$ cat config.mk
export PLATFORM = sky130hd
export DESIGN_NAME = ppu_vbuf_writer
export DESIGN_NICKNAME = d
export VERILOG_FILES = /design/src/rtl/ppu_vbuf_pkg.sv /design/src/rtl/ppu_vbuf_wr_fifo.sv /design/src/rtl/ppu_vbuf_writer.sv
export SDC_FILE = /design/constraint.sdc
export NUM_CORES = 1
export LEC_CHECK = 0
export ABC_AREA = 1
export CAP_MARGIN = 10
export CORE_MARGIN = 4
export CORE_UTILIZATION = 40
export DETAILED_ROUTE_END_ITERATION = 8
export SLEW_MARGIN = 5
export SYNTH_ARGS = -nofsm -noshare
export SYNTH_HDL_FRONTEND = slang
export SYNTH_SLANG_ARGS = --single-unit
$ cat constraint.sdc
create_clock -name i_ppu_clk -period 7.04 [get_ports i_ppu_clk]
set_input_delay 0.704 -clock i_ppu_clk [delete_from_list [all_inputs] [get_ports i_ppu_clk]]
set_output_delay 0.704 -clock i_ppu_clk [all_outputs]
set_load 0.03 [all_outputs]
$ cat src/rtl/ppu_vbuf_pkg.sv
// ppu_vbuf_pkg: shared geometry, FSM state and FIFO entry layout for the vbuf write side
package ppu_vbuf_pkg;
  localparam int H_PIX = 256;
  localparam int V_PIX = 240;
  localparam int FIFO_DEPTH = 4;
  localparam int XW = $clog2(H_PIX);
  localparam int YW = 8;
  localparam int DW = 8;
  localparam int VBUF_AW = 1 + YW + XW;
  typedef enum logic [1:0] {IDLE = 2'd0, ACTIVE = 2'd1, FLUSH = 2'd2} state_t;
  typedef struct packed {
    logic page;
    logic [YW-1:0] y;
    logic [XW-1:0] x;
    logic [DW-1:0] data;
  } entry_t;
  function automatic logic last_x(input logic [XW-1:0] x);
    return x == XW'(H_PIX - 1);
  endfunction
  function automatic logic last_y(input logic [YW-1:0] y);
    return y == YW'(V_PIX - 1);
  endfunction
endpackage

$ cat src/rtl/ppu_vbuf_wr_fifo.sv
// ppu_vbuf_wr_fifo: synchronous entry FIFO with registered full/empty, async active-high reset
// ports: clk, rst, push/din (write side), pop/dout (head), full, empty
module ppu_vbuf_wr_fifo
  import ppu_vbuf_pkg::*;
#(
  parameter int DEPTH = FIFO_DEPTH
) (
  input  logic   clk,
  input  logic   rst,
  input  logic   push,
  input  entry_t din,
  input  logic   pop,
  output entry_t dout,
  output logic   full,
  output logic   empty
);
  localparam int AW = $clog2(DEPTH);
  entry_t mem [DEPTH];
  logic [AW-1:0] wp, rp;
  logic [AW:0] cnt, cnt_nxt;
  logic do_push, do_pop;
  assign do_push = push & ~full;
  assign do_pop = pop & ~empty;
  assign cnt_nxt = cnt + (AW+1)'(do_push) - (AW+1)'(do_pop);
  assign dout = mem[rp];
  always_ff @(posedge clk or posedge rst)
    if (rst) begin
      wp <= '0;
      rp <= '0;
      cnt <= '0;
      full <= 1'b0;
      empty <= 1'b1;
    end else begin
      wp <= wp + AW'(do_push);
      rp <= rp + AW'(do_pop);
      cnt <= cnt_nxt;
      full <= cnt_nxt == (AW+1)'(DEPTH);
      empty <= cnt_nxt == '0;
    end
  always_ff @(posedge clk)
    if (do_push) mem[wp] <= din;
endmodule

$ cat src/rtl/ppu_vbuf_writer.sv
// ppu_vbuf_writer: writes the PPU pixel stream into the vbuf page not being scanned out
// ports: i_ppu_clk/i_ppu_rst; pixel stream i_pix_valid/o_pix_ready/i_pix_hsv/i_pix_sof;
//   i_rd_page scan-out page; i_clr_err clears sticky flags; vbuf write port
//   o_vbuf_addr/o_vbuf_data/o_vbuf_we/i_vbuf_gnt; status o_wr_page/o_frame_done/o_busy/o_err_sof/o_tear
module ppu_vbuf_writer
  import ppu_vbuf_pkg::*;
(
  input  logic               i_ppu_clk,
  input  logic               i_ppu_rst,
  input  logic               i_pix_valid,
  output logic               o_pix_ready,
  input  logic [7:0]         i_pix_hsv,
  input  logic               i_pix_sof,
  input  logic               i_rd_page,
  input  logic               i_clr_err,
  output logic [VBUF_AW-1:0] o_vbuf_addr,
  output logic [7:0]         o_vbuf_data,
  output logic               o_vbuf_we,
  input  logic               i_vbuf_gnt,
  output logic               o_wr_page,
  output logic               o_frame_done,
  output logic               o_busy,
  output logic               o_err_sof,
  output logic               o_tear
);
  state_t state, state_nxt;
  logic [XW-1:0] x;
  logic [YW-1:0] y;
  logic full, empty, accept, sof_acc, push, last_pix, err_set, tear_set;
  entry_t din, head;
  assign accept = i_pix_valid & o_pix_ready;
  assign sof_acc = accept & i_pix_sof;
  assign push = accept & (i_pix_sof | state == ACTIVE);
  assign last_pix = state == ACTIVE && last_x(x) && last_y(y);
  assign din = i_pix_sof ? '{page: ~i_rd_page, y: '0, x: '0, data: i_pix_hsv}
                         : '{page: o_wr_page, y: y, x: x, data: i_pix_hsv};
  assign err_set = sof_acc & (state == ACTIVE);
  assign tear_set = (state != IDLE) & (i_rd_page == o_wr_page);
  assign o_vbuf_addr = {head.page, head.y, head.x};
  assign o_vbuf_data = head.data;
  assign o_vbuf_we = ~empty;
  ppu_vbuf_wr_fifo u_fifo (
    .clk(i_ppu_clk),
    .rst(i_ppu_rst),
    .push(push),
    .din(din),
    .pop(o_vbuf_we & i_vbuf_gnt),
    .dout(head),
    .full(full),
    .empty(empty)
  );
  always_ff @(posedge i_ppu_clk or posedge i_ppu_rst)
    if (i_ppu_rst) state <= IDLE;
    else state <= state_nxt;
  always_comb
    state_nxt = sof_acc ? ACTIVE
              : (accept & last_pix) ? FLUSH
              : (state == FLUSH && empty) ? IDLE
              : state;
  // frame_done fires in the FLUSH cycle right after the last pop, one cycle after the final write
  always_comb begin
    o_pix_ready = state == IDLE || (state == ACTIVE && !full);
    o_busy = state != IDLE;
    o_frame_done = state == FLUSH && empty;
  end
  always_ff @(posedge i_ppu_clk or posedge i_ppu_rst)
    if (i_ppu_rst) begin
      x <= '0;
      y <= '0;
      o_wr_page <= 1'b0;
    end else if (sof_acc) begin
      x <= XW'(1);
      y <= '0;
      o_wr_page <= ~i_rd_page;
    end else if (push) begin
      x <= x + XW'(1);
      y <= !last_x(x) ? y : last_y(y) ? '0 : y + YW'(1);
    end
  always_ff @(posedge i_ppu_clk or posedge i_ppu_rst)
    if (i_ppu_rst) begin
      o_err_sof <= 1'b0;
      o_tear <= 1'b0;
    end else begin
      o_err_sof <= err_set | (o_err_sof & ~i_clr_err);
      o_tear <= tear_set | (o_tear & ~i_clr_err);
    end
endmodule

==> flow_summary.ini, run 1 <==
[timing]
min_period_ns = 3.27
max_freq_mhz = 306
fin_crit_sh = 0.465
tightest_slew_ns = 0.886
fin_skew_ns = 0.00921
hold_ws_ns = 0.514
drv_slew = 0
finalHoldViolations = 0
setup_viol = 0
setup_tns_ns = 0
relSlewSlack = 0.409
rsz0062_at_grt = no

[power_and_ir_drop]
leakage_uw = 0.00260
switchingPower_uw = 1140
p_int_uw = 2040
worst_ir_drop_vdd_mv = 0.213
seqPwrFrac = 0.338
switching_share = 0.359
power_frac_clock = 0.302
p_comb_frac = 0.361
power_density_nw_per_um2 = 470

[placement]
hpwlAfterDp_mm = 6.70
portBuffers = 46
finalWeightedCongestion = 0.885

[detailed_routing]
wl_mm = 11.4
drt_iter0_drc = 280
antenna_left = 0
vias_per_cell = 5.08
vias = 3685
dr.pass1.iters = 4
drc = 0
wl_per_cell_um = 15.7

[critical_path]
worstPathCellList = inv_1, o21ai_0, o22ai_1, clkdlybuf4s50_1
arrival_ns = 2.57
cp_max_fo = 25
path_class = reg2out
slowest_stage = clkdlybuf4s50_1
startpoint_type = flip-flop
cp.required_ns = 6.34
crit_family = buffers and inverters
critPathBufInv = 2
crit_path_end_kind = primary output
critPathMaxStageDelay_ns = 0.71

[floorplanning]
io_pins = 47
dieHeight_um = 125
core-area_um2 = 13300
fp-row-count = 42
die_x_um = 125
start_util = 0.410
dieArea_um2 = 15600

[yosys]
async_flop_share = 0.231
synth_nets = 505
ys_types = 29
netlist.area_leader.share = 0.551
syn_area_um2 = 5450
yosys-top-cells-count = 100 x edfxtp_1, 87 x nor2_1, 60 x o21ai_0, 55 x nand2_1, 44 x inv_1
yosys.area.top_type = edfxtp_1
syn_inst = 483
synth_edf_count = 100
synthFlopType = edfxtp_1
synth_seq_area_share = 0.689
syn_area_per_cell_um2 = 11.3
yosys_warnings = 0
yosysMostFrequentCell = edfxtp_1
ys_seq_elements = 130
synth_area_leaders = edfxtp_1 55%, dfrtp_1 13%, nor2_1 6.0%

[clocking]
clkTransAtPathRegs_ns = 0.06
cts_sinks = 130
cts_tree = built
cts_hold_buf = 0
cts_max_path_buffers = 2
postCtsSetupBuffers = 0
cts_root_buf = clkbuf_16
cts_resized = 0
htreeDepth = 4
cts_inserted_buffers = 17
insertion_delay_ns = 0.41

[global_route]
grt-ovfl-total = 0
antenna_found_initial = 0
grtUsageTotal = 0.153
grt_pass1_vias = 3699
grt_max_degree = 52
grt_pass1_wl_mm = 18.8

[job]
drv_cap = 0

[finish]
syn_to_final_growth_pct = 24.4
drive_gt1_frac = 0.100
antennaDiodeCount = 0
nNetsFinal = 559

[hold_path]
hp-class = reg2reg

[status]
run_status = completed
==> worst min-delay path: stages, from the launching register on <==
cell and delay, ns:
dfrtp_1 0.37, nand2_1 0.06, nand2_1 0.06
==> metrics by stage <==
stage	area [µm²]	std cells	total power [µW]	util	setup WS, ns
6_report	6780	726	3190	0.510	3.77
5_1_grt	6780	726	3360	0.510	3.55
4_1_cts	6780	726	3230	0.510	3.72
3_5_place_dp	6130	694	2250	0.461	3.41
3_3_place_gp	6130	694	2230	0.461	3.48
2_1_floorplan	5450	483	1820	-	3.61
==> registers in the layout (all words and copies together), names as in the netlist <==
register	flops
u_fifo.cnt	3
u_fifo.mem	100
o_wr_page	1
o_err_sof	1
u_fifo.wp	2
o_tear	1
y	8
u_fifo.full	1
u_fifo.empty	1
x	8
u_fifo.rp	2
state	2
==> power groups by stage <==
stage / clock network [µW] / registers, µW / logic (µW)
detailed placement: 0 / 1090 / 1160
global placement: 0 / 1090 / 1140
floorplan: 0 / 1100 / 718
CTS: 980 / 1080 / 1170
global route: 1010 / 1090 / 1250
finish: 961 / 1080 / 1150
==> per-layer routing <==
| metal | vias to the layer above | track usage | part of all wire |
|---|---|---|---|
| met1 | 1781 | 0.200 | 0.45 |
| li1 | 1792 | - | - |
| met2 | 101 | 0.239 | 0.48 |
| met4 | 0 | 0.0567 | 0.012 |
| met3 | 11 | 0.0480 | 0.059 |
| met5 | - | 0 | 0 |
==> cells by family after synthesis <==
logic type,synth area share
flops,0.689
fa+ha+maj,0.0175
simple gates,0.149
compound gates,0.0919
buf+inv,0.0464
xor+xnor,0.00643
==> cells in the final DEF (no fill, tap or decap), types with 6 or more instances in the layout <==
cell | synthesis | final
edfxtp_1 | 100 | 100
nor2_1 | 87 | 87
o21ai_0 | 60 | 60
nand2_1 | 55 | 55
clkdlybuf4s50_1 | 0 | 46
inv_1 | 44 | 43
dfrtp_1 | 29 | 29
o22ai_1 | 26 | 26
nand3_1 | 19 | 19
clkbuf_16 | 0 | 17
buf_4 | 0 | 8
nand4_1 | 6 | 6
ha_1 | 6 | 6
==> layout make-up <==
type                       instances  area (µm²)
clock buffer                      18         429
clock inverter                    14         225
fill                            1154        6520
inverter                          45         169
multi-input combinational        289        1460
sequential                       130        3750
tap                              176         220
timing repair buffer              54         520
==> path summary, 6_finish.rpt <==
kind / from / to / slack [ns] / depth (start not counted)
setup / recovery: u_fifo.rp[1] / o_vbuf_addr[0] / 3.77 / 4
hold / removal: y[7] / y[7] / 0.51 / 2
setup reg to reg: state[0] / u_fifo.full / 4.65 / 11
hold reg to reg: y[7] / y[7] / 0.51 / 2
max in group asynchronous: i_ppu_rst / u_fifo.empty / 6.05 / 3
min in group asynchronous: i_ppu_rst / u_fifo.cnt[0] / 0.67 / 3
No activity file was read; power rests on OpenSTA's default activity.
==> run 2: changes to the inputs <==
Clock period 7.04 ns to 3.13 ns, I/O delays scaled along.
==> flow_summary.ini, run 2 (same netlist as run 1, synthesis figures left out) <==
[hold_path]
hp-class = in2async

[finish]
largest_reg_flops = 100
final_cell_mix = 100 x edfxtp_1, 87 x nor2_1, 60 x o21ai_0
multi_input_comb_area_um2 = 1460
antennaDiodeCount = 0
nNetsFinal = 563
mostFrequentLayoutCell = edfxtp_1
top_register = u_fifo.mem
syn_to_final_growth_pct = 22.1
fillers = 1204
drive_gt1_frac = 0.114
regArea_um2 = 3750
top_regs = u_fifo.mem (100), x (8), y (8)

[placement]
portBuffers = 46
hpwlAfterDp_mm = 6.80
finalWeightedCongestion = 0.867

[timing]
setup_viol = 0
hold_ws_ns = 0.288
finalHoldViolations = 0
min_period_ns = 2.65
drv_slew = 0
rsz0062_at_grt = no
tightest_slew_ns = 0.637
setup_tns_ns = 0
max_freq_mhz = 378
fin_crit_sh = 0.846
fin_skew_ns = 0.0112
relSlewSlack = 0.571

[clocking]
cts_sinks = 130
insertion_delay_ns = 0.41
cts_inserted_buffers = 17
htreeDepth = 4
cts_root_buf = clkbuf_16
postCtsSetupBuffers = 0
cts_resized = 0
clkTransAtPathRegs_ns = 0.05
cts_hold_buf = 0
cts_tree = built
cts_max_path_buffers = 2

[floorplanning]
start_util = 0.410
core-area_um2 = 13300
io_pins = 47
dieHeight_um = 125
die_x_um = 125
dieArea_um2 = 15600
fp-row-count = 42

[detailed_routing]
routed.top_layer = met4
vias = 3679
dr.pass1.iters = 5
route.met3.wl_um = 528
met1_length_mm = 5.13
drc = 0
drt_iter0_drc = 261
wl_mm = 11.4
wl_met2_mm = 5.57
wl_per_cell_um = 15.7
vias_per_cell = 5.05
antenna_left = 0

[global_route]
grt_pass1_wl_mm = 18.6
grt_max_degree = 52
antenna_found_initial = 0
grtUsageTotal = 0.152
grt-ovfl-total = 0
grt_pass1_vias = 3660

[status]
run_status = completed

[critical_path]
cp_max_fo = 18
arrival_ns = 2.34
crit_path_end_kind = primary output
path_class = reg2out
startpoint_type = flip-flop
cp.required_ns = 2.82

[power_and_ir_drop]
leakage_uw = 0.00257
worst_ir_drop_vdd_mv = 0.477
power_density_nw_per_um2 = 1010

[job]
drv_cap = 0
## run 2: cell types whose count changed in the layout (fill, tap and decap cells not counted), sizes merged
cell	before	now
clkinvlp	0	1
bufinv	5	1
clkinv	7	9
clkdlybuf4s50	46	36
inv	47	46
buf	8	22
## run 2: cell type report
cell class | instances | area share
inverter | 45 | 0.0254
timing repair buffer | 58 | 0.0790
clock inverter | 12 | 0.0141
clock buffer | 18 | 0.0645
sequential | 130 | 0.564
tap | 176 | 0.0331
multi-input combinational | 289 | 0.220
## run 2: stage by stage
stage / cell area [µm²] / setup WS [ns] / utilization / total power [µW] / cells
global route: 6650 / 0.284 / 0.500 / 7110 / 728
detailed placement: 6130 / 0.511 / 0.461 / 5060 / 698
floorplan: 5450 / 0.0736 / - / 4090 / 483
finish: 6650 / 0.481 / 0.500 / 6720 / 728
global placement: 6130 / 0.610 / 0.461 / 5010 / 698
CTS: 6650 / 0.433 / 0.500 / 6810 / 728
## run 2: final timing paths
check                           slack (ns)             end  cells after the start          from
worst max-delay path                  0.48  o_vbuf_addr[6]                      4  u_fifo.rp[1]
worst min-delay path                  0.29     u_fifo.full                      3     i_ppu_rst
worst max register to register        0.87     u_fifo.full                     11      state[0]
worst min register to register        0.51            y[7]                      2          y[7]
max in group asynchronous             2.52    u_fifo.empty                      3     i_ppu_rst
min in group i_ppu_clk                0.51       o_err_sof                      2     i_clr_err
## run 2: worst max-delay path, cell delays in order (launching register included)
cell             delay [ns]
dfrtp_1                0.37
inv_1                  0.45
o21ai_0                0.18
o22ai_1                0.22
clkdlybuf4s50_1        0.71
## run 2: power by group
part           internal, µW  total (µW)  switching [µW]
logic                   860        2560            1700
clock network          1070        1740             668
registers              2290        2420             132
## run 2: metal layers
layer | vias to the layer above | GRT usage
met2 | 94 | 0.250
li1 | 1793 | -
met1 | 1771 | 0.193
met3 | 21 | 0.0489
met4 | 0 | 0.0477
met5 | - | 0
==> run 3: changes to the inputs <==
Clock period 3.13 ns to 2.45 ns, I/O delays scaled along.
==> flow_summary.ini, run 3 (same netlist as run 1, synthesis figures left out) <==
[clocking]
cts_root_buf = clkbuf_16
cts_inserted_buffers = 17
clkTransAtPathRegs_ns = 0.06
cts_max_path_buffers = 2
cts_sinks = 130
insertion_delay_ns = 0.41
htreeDepth = 4
cts_hold_buf = 0
cts_tree = built
postCtsSetupBuffers = 0

[finish]
fillers = 1175
final_cell_mix = 100 x edfxtp_1, 87 x nor2_1, 60 x o21ai_0
top_register = u_fifo.mem
antennaDiodeCount = 0
top_regs = u_fifo.mem (100), x (8), y (8)
mostFrequentLayoutCell = edfxtp_1
nNetsFinal = 568
drive_gt1_frac = 0.122
final_cell_count_no_fill = 733
largest_reg_flops = 100
syn_to_final_growth_pct = 24.8

[critical_path]
r2r_setup_slack_ns = 0.32
path_class = reg2out
r2r_end = u_fifo.full
crit_family = buffers and inverters
worstPathCellList = inv_1, buf_12, o21ai_0, o22ai_1, dlygate4sd2_1
cp.required_ns = 2.20
slowest_stage = dfrtp_1
startpoint_type = flip-flop
worstReg2RegStart = state[0]
critPathBufInv = 3
cp_max_fo = 50
critPathMaxStageDelay_ns = 0.43
crit_path_end_kind = primary output
arrival_ns = 1.94
ff2ff_path_depth = 11

[floorplanning]
die_x_um = 125
fp-row-count = 42
io_pins = 47
start_util = 0.410
core-area_um2 = 13300
dieHeight_um = 125
dieArea_um2 = 15600

[timing]
max_freq_mhz = 458
finalHoldViolations = 0
relSlewSlack = 0.622
setup_viol = 0
tightest_slew_ns = 0.561
min_period_ns = 2.19
rsz0062_at_grt = no
drv_slew = 0
hold_ws_ns = 0.221
setup_tns_ns = 0
worst_slack_ns = 0.265
fin_skew_ns = 0.0131
fin_crit_sh = 0.892

[job]
drv_cap = 0

[power_and_ir_drop]
power_density_nw_per_um2 = 1290
worst_ir_drop_vdd_mv = 0.682
leakage_uw = 0.00271

[detailed_routing]
vias_per_cell = 5.02
vias = 3680
dr.pass1.iters = 4
drt_iter0_drc = 232
drc = 0
wl_per_cell_um = 15.6
antenna_left = 0
wl_mm = 11.5

[status]
run_status = completed

[global_route]
grt_max_degree = 51
grt_pass1_wl_mm = 18.8
grtUsageTotal = 0.153
grt-ovfl-total = 0
antenna_found_initial = 0
grt_pass1_vias = 3661

[placement]
finalWeightedCongestion = 0.858
portBuffers = 46
place_ws_ns = 0.0462
hpwlAfterDp_mm = 7.12
place_inst = 703

[hold_path]
hp-class = in2async
[run 3: cell types whose count changed in the layout (fill, tap and decap cells not counted)]
cell / before / now
buf_12: 0 / 6
buf_4: 22 / 21
bufinv_16: 1 / 2
clkdlybuf4s50_1: 36 / 21
clkinv_2: 3 / 2
clkinv_4: 2 / 3
dlygate4sd2_1: 0 / 7
dlymetal6s2s_1: 0 / 8
inv_6: 1 / 0
[run 3: timing repair]
item	4_1_cts	5_1_grt
gates resized for setup	7	8
endpoints found under the setup margin	7	8
pin swaps	0	0
[run 3: layout make-up]
| type | count | area (µm²) | area share |
|---|---|---|---|
| clock buffers | 18 | 429 | 0.0631 |
| clock inverters | 12 | 119 | 0.0175 |
| inverters | 45 | 169 | 0.0248 |
| multi-input cells | 289 | 1460 | 0.215 |
| flip-flops and latches | 130 | 3750 | 0.552 |
| well taps | 176 | 220 | 0.0324 |
| repair buffers | 63 | 649 | 0.0955 |
[run 3: stage by stage]
step,utilization,area (µm²),total power [µW]
6_report,0.512,6800,8770
3_5_place_dp,0.470,6240,6620
4_1_cts,0.510,6780,8910
5_1_grt,0.512,6800,9310
2_1_floorplan,-,5450,5220
3_3_place_gp,0.470,6240,6550
[run 3: worst max-delay path by stage]
stage,slack [ns],cells after the start,from,end
2_1_floorplan,-0.61,5,state[0],u_fifo.mem[0][0]
3_3_place_gp,0.13,11,i_pix_valid,u_fifo.full
3_5_place_dp,0.05,9,i_pix_valid,u_fifo.full
4_1_cts,0.003,5,u_fifo.rp[0],o_vbuf_addr[16]
5_1_grt,0.11,11,state[0],u_fifo.full
6_report,0.26,5,u_fifo.rp[0],o_vbuf_addr[10]
[run 3: power by group]
part	internal [µW]	switching [µW]	total [µW]
clock	1470	871	2340
combinational	1150	2180	3330
sequential	2920	183	3100
total	5540	3230	8770
[run 3: layer usage]
layer	up-vias	routed length, µm	track usage
li1	1801	-	-
met3	11	533	0.0407
met1	1794	5460	0.204
met5	-	0	0
met4	0	114	0.0445
met2	74	5340	0.245
[run 3: worst reg2reg max path, stage by stage (launching register included)]
cell and delay, ns:
dfrtp_1 0.50, nand2_2 0.13, nand4_4 0.10, nand2_4 0.08, nand2_2 0.07, inv_1 0.06, ha_1 0.21, fa_1 0.38
xor2_1 0.16, xor2_1 0.24, inv_1 0.06, nor2_1 0.08
